==> config.mk <==
export PLATFORM = sky130hd
export DESIGN_NAME = load_store_unit
export DESIGN_NICKNAME = d
export VERILOG_FILES = /design/src/rtl/load_store_unit.sv
export SDC_FILE = /design/constraint.sdc
export NUM_CORES = 1
export LEC_CHECK = 0
export ABC_CLOCK_PERIOD_IN_PS = 3570
export BUFFER_PORTS_ARGS = -buffer_cell sky130_fd_sc_hd__buf_2
export CAP_MARGIN = 30
export CORE_MARGIN = 2
export CORE_UTILIZATION = 35
export CTS_BUF_LIST = sky130_fd_sc_hd__clkbuf_8
export CTS_CLUSTER_DIAMETER = 100
export DETAILED_ROUTE_END_ITERATION = 6
export PLACE_DENSITY = 0.56
export REMOVE_ABC_BUFFERS = 1
export SYNTH_ARGS = -nofsm -noshare
export SYNTH_HDL_FRONTEND = slang
export SYNTH_SLANG_ARGS = --single-unit
==> constraint.sdc <==
create_clock -name clk -period 3.57 [get_ports clk]
set_input_delay 0.1785 -clock clk [delete_from_list [all_inputs] [get_ports clk]]
set_output_delay 0.1785 -clock clk [all_outputs]
set_load 0.01 [all_outputs]
==> src/rtl/load_store_unit.sv <==
// load_store_unit: multi-cycle RV32I data-memory interface.
// Accepts core load/store requests, runs a valid/ready bus transaction, stalls
// the core until the access completes and produces the aligned/extended load
// value for the write-back path.
// Optional feature macro: MISALIGN_TRAP_EN (misaligned H/W accesses trap
// instead of using the truncated address).
module load_store_unit #(
    parameter int unsigned TIMEOUT_CYCLES = 255,
    parameter int unsigned ADDR_W         = 32
) (
    input  logic              clk,
    input  logic              rst_n,
    input  logic              MemRead,
    input  logic              MemWrite,
    input  logic [2:0]        funct3,
    input  logic [ADDR_W-1:0] addr,
    input  logic [31:0]       store_data,
    output logic              lsu_stall,
    output logic [31:0]       mem_data,
    output logic              bus_err,
    output logic              misalign,
    output logic              bus_req,
    output logic              bus_we,
    output logic [ADDR_W-1:0] bus_addr,
    output logic [31:0]       bus_wdata,
    output logic [3:0]        bus_be,
    input  logic              bus_gnt,
    input  logic              bus_rvalid,
    input  logic [31:0]       bus_rdata
);

    typedef enum logic [1:0] {
        ST_IDLE = 2'd0,
        ST_REQ  = 2'd1,
        ST_WAIT = 2'd2,
        ST_DONE = 2'd3
    } state_t;

    state_t            state_r;
    logic [31:0]       tmo_cnt_r;
    logic [2:0]        funct3_r;
    logic [1:0]        addr_lo_r;
    logic              we_r;
    logic [3:0]        be_r;
    logic [31:0]       wdata_r;
    logic [ADDR_W-1:0] bus_addr_r;
    logic              bus_req_r;
    logic [31:0]       mem_data_r;
    logic              bus_err_r;
    logic              misalign_r;

    logic              req_any_s;
    logic              illegal_s;
    logic              misalign_s;
    logic [3:0]        be_s;
    logic [31:0]       wdata_s;
    logic              tmo_hit_s;

    // Pick the addressed byte/half out of the returned word and extend it.
    function automatic logic [31:0] load_extract(input logic [2:0]  f3,
                                                 input logic [1:0]  lo,
                                                 input logic [31:0] w);
        logic [7:0]  b;
        logic [15:0] h;
        case (lo)
            2'b00:   b = w[7:0];
            2'b01:   b = w[15:8];
            2'b10:   b = w[23:16];
            2'b11:   b = w[31:24];
            default: b = 8'h00;
        endcase
        h = lo[1] ? w[31:16] : w[15:0];
        case (f3)
            3'b000:  load_extract = {{24{b[7]}}, b};
            3'b001:  load_extract = {{16{h[15]}}, h};
            3'b100:  load_extract = {24'h000000, b};
            3'b101:  load_extract = {16'h0000, h};
            default: load_extract = w;
        endcase
    endfunction

    assign req_any_s = MemRead | MemWrite;
    // The request cycle itself stalls; only the DONE cycle lets the core advance.
    assign lsu_stall = req_any_s && (state_r != ST_DONE);

    assign tmo_hit_s = (TIMEOUT_CYCLES != 32'd0) && ((tmo_cnt_r + 32'd1) == TIMEOUT_CYCLES);

    assign mem_data  = mem_data_r;
    assign bus_err   = bus_err_r;
    assign misalign  = misalign_r;
    assign bus_req   = bus_req_r;
    assign bus_we    = we_r;
    assign bus_addr  = bus_addr_r;
    assign bus_wdata = wdata_r;
    assign bus_be    = be_r;

    // Decode legality, lane enables, replicated store data and misalignment.
    always_comb begin
        illegal_s  = 1'b0;
        misalign_s = 1'b0;
        be_s       = 4'b0000;
        wdata_s    = 32'h00000000;
        if (MemRead && MemWrite) begin
            illegal_s = 1'b1;
        end else if (MemRead) begin
            case (funct3)
                3'b000, 3'b001, 3'b010, 3'b100, 3'b101: illegal_s = 1'b0;
                default:                                illegal_s = 1'b1;
            endcase
        end else if (MemWrite) begin
            case (funct3)
                3'b000, 3'b001, 3'b010: illegal_s = 1'b0;
                default:                illegal_s = 1'b1;
            endcase
        end else begin
            illegal_s = 1'b0;
        end
        case (funct3[1:0])
            2'b00: begin
                be_s    = 4'b0001 << addr[1:0];
                wdata_s = {4{store_data[7:0]}};
            end
            2'b01: begin
                be_s    = 4'b0011 << {addr[1], 1'b0};
                wdata_s = {2{store_data[15:0]}};
            end
            2'b10: begin
                be_s    = 4'b1111;
                wdata_s = store_data;
            end
            default: begin
                be_s    = 4'b0000;
                wdata_s = 32'h00000000;
            end
        endcase
`ifdef MISALIGN_TRAP_EN
        case (funct3[1:0])
            2'b01:   misalign_s = addr[0];
            2'b10:   misalign_s = (addr[1:0] != 2'b00);
            default: misalign_s = 1'b0;
        endcase
`else
        misalign_s = 1'b0;
`endif
    end

    // Access sequencer: accept, request, wait for data, report one DONE cycle.
    always_ff @(posedge clk or negedge rst_n) begin
        if (!rst_n) begin
            state_r    <= ST_IDLE;
            tmo_cnt_r  <= 32'd0;
            funct3_r   <= 3'b000;
            addr_lo_r  <= 2'b00;
            we_r       <= 1'b0;
            be_r       <= 4'b0000;
            wdata_r    <= 32'h00000000;
            bus_addr_r <= '0;
            bus_req_r  <= 1'b0;
            mem_data_r <= 32'h00000000;
            bus_err_r  <= 1'b0;
            misalign_r <= 1'b0;
        end else begin
            bus_err_r  <= 1'b0;
            misalign_r <= 1'b0;
            case (state_r)
                ST_IDLE: begin
                    if (req_any_s && illegal_s) begin
                        state_r    <= ST_DONE;
                        bus_err_r  <= 1'b1;
                        mem_data_r <= 32'h00000000;
                    end else if (req_any_s && misalign_s) begin
                        state_r    <= ST_DONE;
                        misalign_r <= 1'b1;
                    end else if (req_any_s) begin
                        state_r    <= ST_REQ;
                        tmo_cnt_r  <= 32'd0;
                        funct3_r   <= funct3;
                        addr_lo_r  <= addr[1:0];
                        we_r       <= MemWrite;
                        be_r       <= be_s;
                        wdata_r    <= wdata_s;
                        bus_addr_r <= {addr[ADDR_W-1:2], 2'b00};
                        bus_req_r  <= 1'b1;
                    end else begin
                        state_r <= ST_IDLE;
                    end
                end
                ST_REQ: begin
                    tmo_cnt_r <= tmo_cnt_r + 32'd1;
                    if (bus_gnt) begin
                        bus_req_r <= 1'b0;
                        if (we_r) begin
                            state_r <= ST_DONE;
                        end else if (bus_rvalid) begin
                            state_r    <= ST_DONE;
                            mem_data_r <= load_extract(funct3_r, addr_lo_r, bus_rdata);
                        end else begin
                            state_r <= ST_WAIT;
                        end
                    end else if (tmo_hit_s) begin
                        bus_req_r  <= 1'b0;
                        state_r    <= ST_DONE;
                        bus_err_r  <= 1'b1;
                        mem_data_r <= 32'h00000000;
                    end else begin
                        state_r <= ST_REQ;
                    end
                end
                ST_WAIT: begin
                    tmo_cnt_r <= tmo_cnt_r + 32'd1;
                    if (bus_rvalid) begin
                        state_r    <= ST_DONE;
                        mem_data_r <= load_extract(funct3_r, addr_lo_r, bus_rdata);
                    end else if (tmo_hit_s) begin
                        state_r    <= ST_DONE;
                        bus_err_r  <= 1'b1;
                        mem_data_r <= 32'h00000000;
                    end else begin
                        state_r <= ST_WAIT;
                    end
                end
                ST_DONE: begin
                    state_r <= ST_IDLE;
                end
                default: begin
                    state_r   <= ST_IDLE;
                    bus_req_r <= 1'b0;
                end
            endcase
        end
    end

endmodule

==> out/metrics.cfg <==
[logic_synthesis]
synth.distinct_cells = 62
syn_avg_cell_area_sq_um = 8.84
synthesis.yosys.warnings = 0
total_standard_cell_area_after_synthesis_sq_um = 7810
synth-seq-cells = 140
edff_count_synth = 0
synth_top_flop_cell = dfrtp_1
synth_cells = 884
synth-seq-area-share = 0.448
async_reset_ff_frac = 1.00

[floorplanning]
die_height_um = 153
fp.dieArea_sq_um = 23500
rows = 54
ioPinCount = 210
die_width_um = 153
initial_utilization = 0.357
placeableCoreArea_sq_um = 21900

[route]
total_length_of_routed_wires_um = 23800
via_per_inst = 5.25
drtIter0Drc = 484
drt_pre_antenna_iters = 7
antenna_left = 0
remaining_drc_errors = 0
wl_per_cell_um = 16.9
dr_total_vias = 7418

[worst_setup_path]
cp.arrival_ns = 3.39
timing.critical_path.from_type = flip-flop
setup.worst_path.class = flip-flop to flip-flop
reg2reg_to = mem_data[31]$_DFFE_PN0P_
critPathCaptureType = flip-flop
critPathMaxFanout = 36
regToRegStartpoint = tmo_cnt_r[1]$_DFFE_PN0P_
cp_data_required_time_ns = 3.89
worstRegToRegCells = 9
timing.reg2reg.setup_slack_ns = 0.50

[global_routing]
global_route_wire_length_before_repair_um = 38800
grt_pass1_vias = 7277
grt_overflow = 0
maximum_number_of_pins_on_one_net_before_global_route_repair = 100
global_route_total_usage_across_every_layer = 0.204
grt_antenna_before_repair = 1

[sta]
final-max-slew-violation-count = 0
fmaxAchievable_ghz = 0.325
worst_slack_on_hold_paths_ns = 0.0268
timing.max_slew.rel_slack = 0.514
period_minus_slack_ns = 3.07
setup_viol = 0
hold_viol = 0
totalNegativeSetupSlack_ns = 0
worst_slew_pin_slew_ns = 0.727
unrepaired_setup_endpoints_after_global_routing = false
timing.clock.skew_ns = 0.0159
final.period_utilization = 0.861

[clock_tree]
cts_htree_levels = 4
cts_max_path_buffers = 2
clock_insertion_delay_worst_skew_ns = 0.45
clk_pin_slew_worst_paths_ns = 0.09
clock_tree_root = clkbuf_8
cts_post_setup_buffers_inserted = 0
cts_tree = built
tritoncts.num_buffers = 17
cts_num_sinks = 140

[run_status]
outcome = finished clean

[place]
portBuffers = 206
detailed_place_hpwl_um = 15900
place_congestion = 0.895
dp.cells = 1317
placed_area_sq_um = 9060

[power_and_ir_drop]
power_per_cell_area_nw_per_um2 = 688
peakVddDrop_uv = 383
leakage_nw = 4.72

[final_layout]
final_cell_count_no_fill = 1413
final_cell_area_sq_um = 10100
final_common_cell = buf_2
post-route-util = 0.461
finish.net_count = 1232
layout_common_cells = buf_2, nand2_1, dfrtp_1, o21ai_0, a21oi_1
area_growth_syn_to_layout_pct = 29.2
post_route_cells_drive_above_1_share = 0.276

[hold_path]
hold_path_class = primary input to flip-flop
worstHoldEndpoint = bus_wdata[13]$_DFFE_PN0P_
timing.hold.worst.start = store_data[13]
min_path_cells = 3

[flow_run]
maxCapViolations = 0

cells in the mapped netlist, drive strengths merged (12+ instances only):
| library cell | count | area [sq um] |
|---|---|---|
| a221oi | 16 | 140 |
| mux2i | 13 | 130 |
| nor3 | 22 | 115 |
| o21ai | 111 | 556 |
| clkbuf | 51 | 191 |
| buf | 21 | 131 |
| a21oi | 67 | 339 |
| nor2 | 42 | 158 |
| inv | 34 | 128 |
| dfrtp | 140 | 3500 |
| nand3 | 24 | 125 |
| nand2 | 141 | 529 |
| nand4 | 15 | 115 |
| o211ai | 16 | 170 |
| o22ai | 12 | 75.1 |
| mux2 | 36 | 405 |
per-layer routing:
metal  global-route usage  up-vias  wire length (um)
met1                0.273     3508             10800
met5                    0        -                 0
met4               0.0581        0               389
li1                     -     3614                 -
met3               0.0655       27              2020
met2                0.318      269             10600
report_power, final:
part | switching (W) | leakage, nW | internal, W
Clock | 0.000709 | 0.196 | 0.000606
Sequential | 0.000483 | 1.81 | 0.00215
Combinational | 0.00181 | 2.72 | 0.00119
Total | 0.00300 | 4.72 | 0.00394
registers in the layout, summed over array words and instances (netlist names):
signal,cells
addr_lo_r,2
bus_addr,30
bus_be,4
bus_err,1
bus_req,1
bus_wdata,32
bus_we,1
funct3_r,3
mem_data,32
state_r,2
tmo_cnt_r,32
through the flow:
step | total power (W) | setup slack [ns]
final | 0.00695 | 0.496
after global routing | 0.00748 | 0.326
after CTS | 0.00700 | 0.500
after detailed placement | 0.00561 | 0.514
after global placement | 0.00556 | 0.576
after floorplan | 0.00428 | -0.696
how the worst max path moves through the flow:
stage                                endpoint                     start  slack [ns]  cells after the start
global placement     mem_data[18]$_DFFE_PN0P_  tmo_cnt_r[1]$_DFFE_PN0P_        0.58                      9
floorplan           bus_wdata[16]$_DFFE_PN0P_      state_r[0]$_DFF_PN0_       -0.70                      5
detailed placement   mem_data[19]$_DFFE_PN0P_  tmo_cnt_r[1]$_DFFE_PN0P_        0.51                      9
global route         mem_data[31]$_DFFE_PN0P_  tmo_cnt_r[1]$_DFFE_PN0P_        0.33                      9
finish               mem_data[31]$_DFFE_PN0P_  tmo_cnt_r[1]$_DFFE_PN0P_        0.50                      9
CTS                  mem_data[31]$_DFFE_PN0P_  tmo_cnt_r[0]$_DFFE_PN0P_        0.50                      9
cells by family after synthesis:
group	synth area share
mux	0.0685
simple gates	0.180
flops	0.448
buf+inv	0.0576
xor+xnor	0.0101
fa+ha+maj	0.0128
other cells	0.000480
compound gates	0.222
worst max-delay path: stages (launching register included):
cell and delay (ns):
dfrtp_1 0.47, ha_1 0.32, nand3_2 0.15, or4_1 0.70, a21oi_2 0.16, a21oi_1 0.08, a2111o_1 0.33, nor4_4 0.32
buf_12 0.26, o211ai_1 0.13
what timing repair did:
item / in CTS / in global routing
hold endpoints to repair: 159 / 0
hold buffers: 62 / 0
gates resized for setup: 0 / 0
final cells by class:
class                           instances  area (sq um)
Fill cell                            2129         11800
Antenna cell                            1          2.50
Timing Repair Buffer                  286          1850
Tap cell                              280           350
Inverter                               34           128
Sequential cell                       140          3500
Clock buffer                           19           262
Multi-Input combinational cell        640          3870
Clock inverter                         13           131
Power figures use the tool's default switching activity.
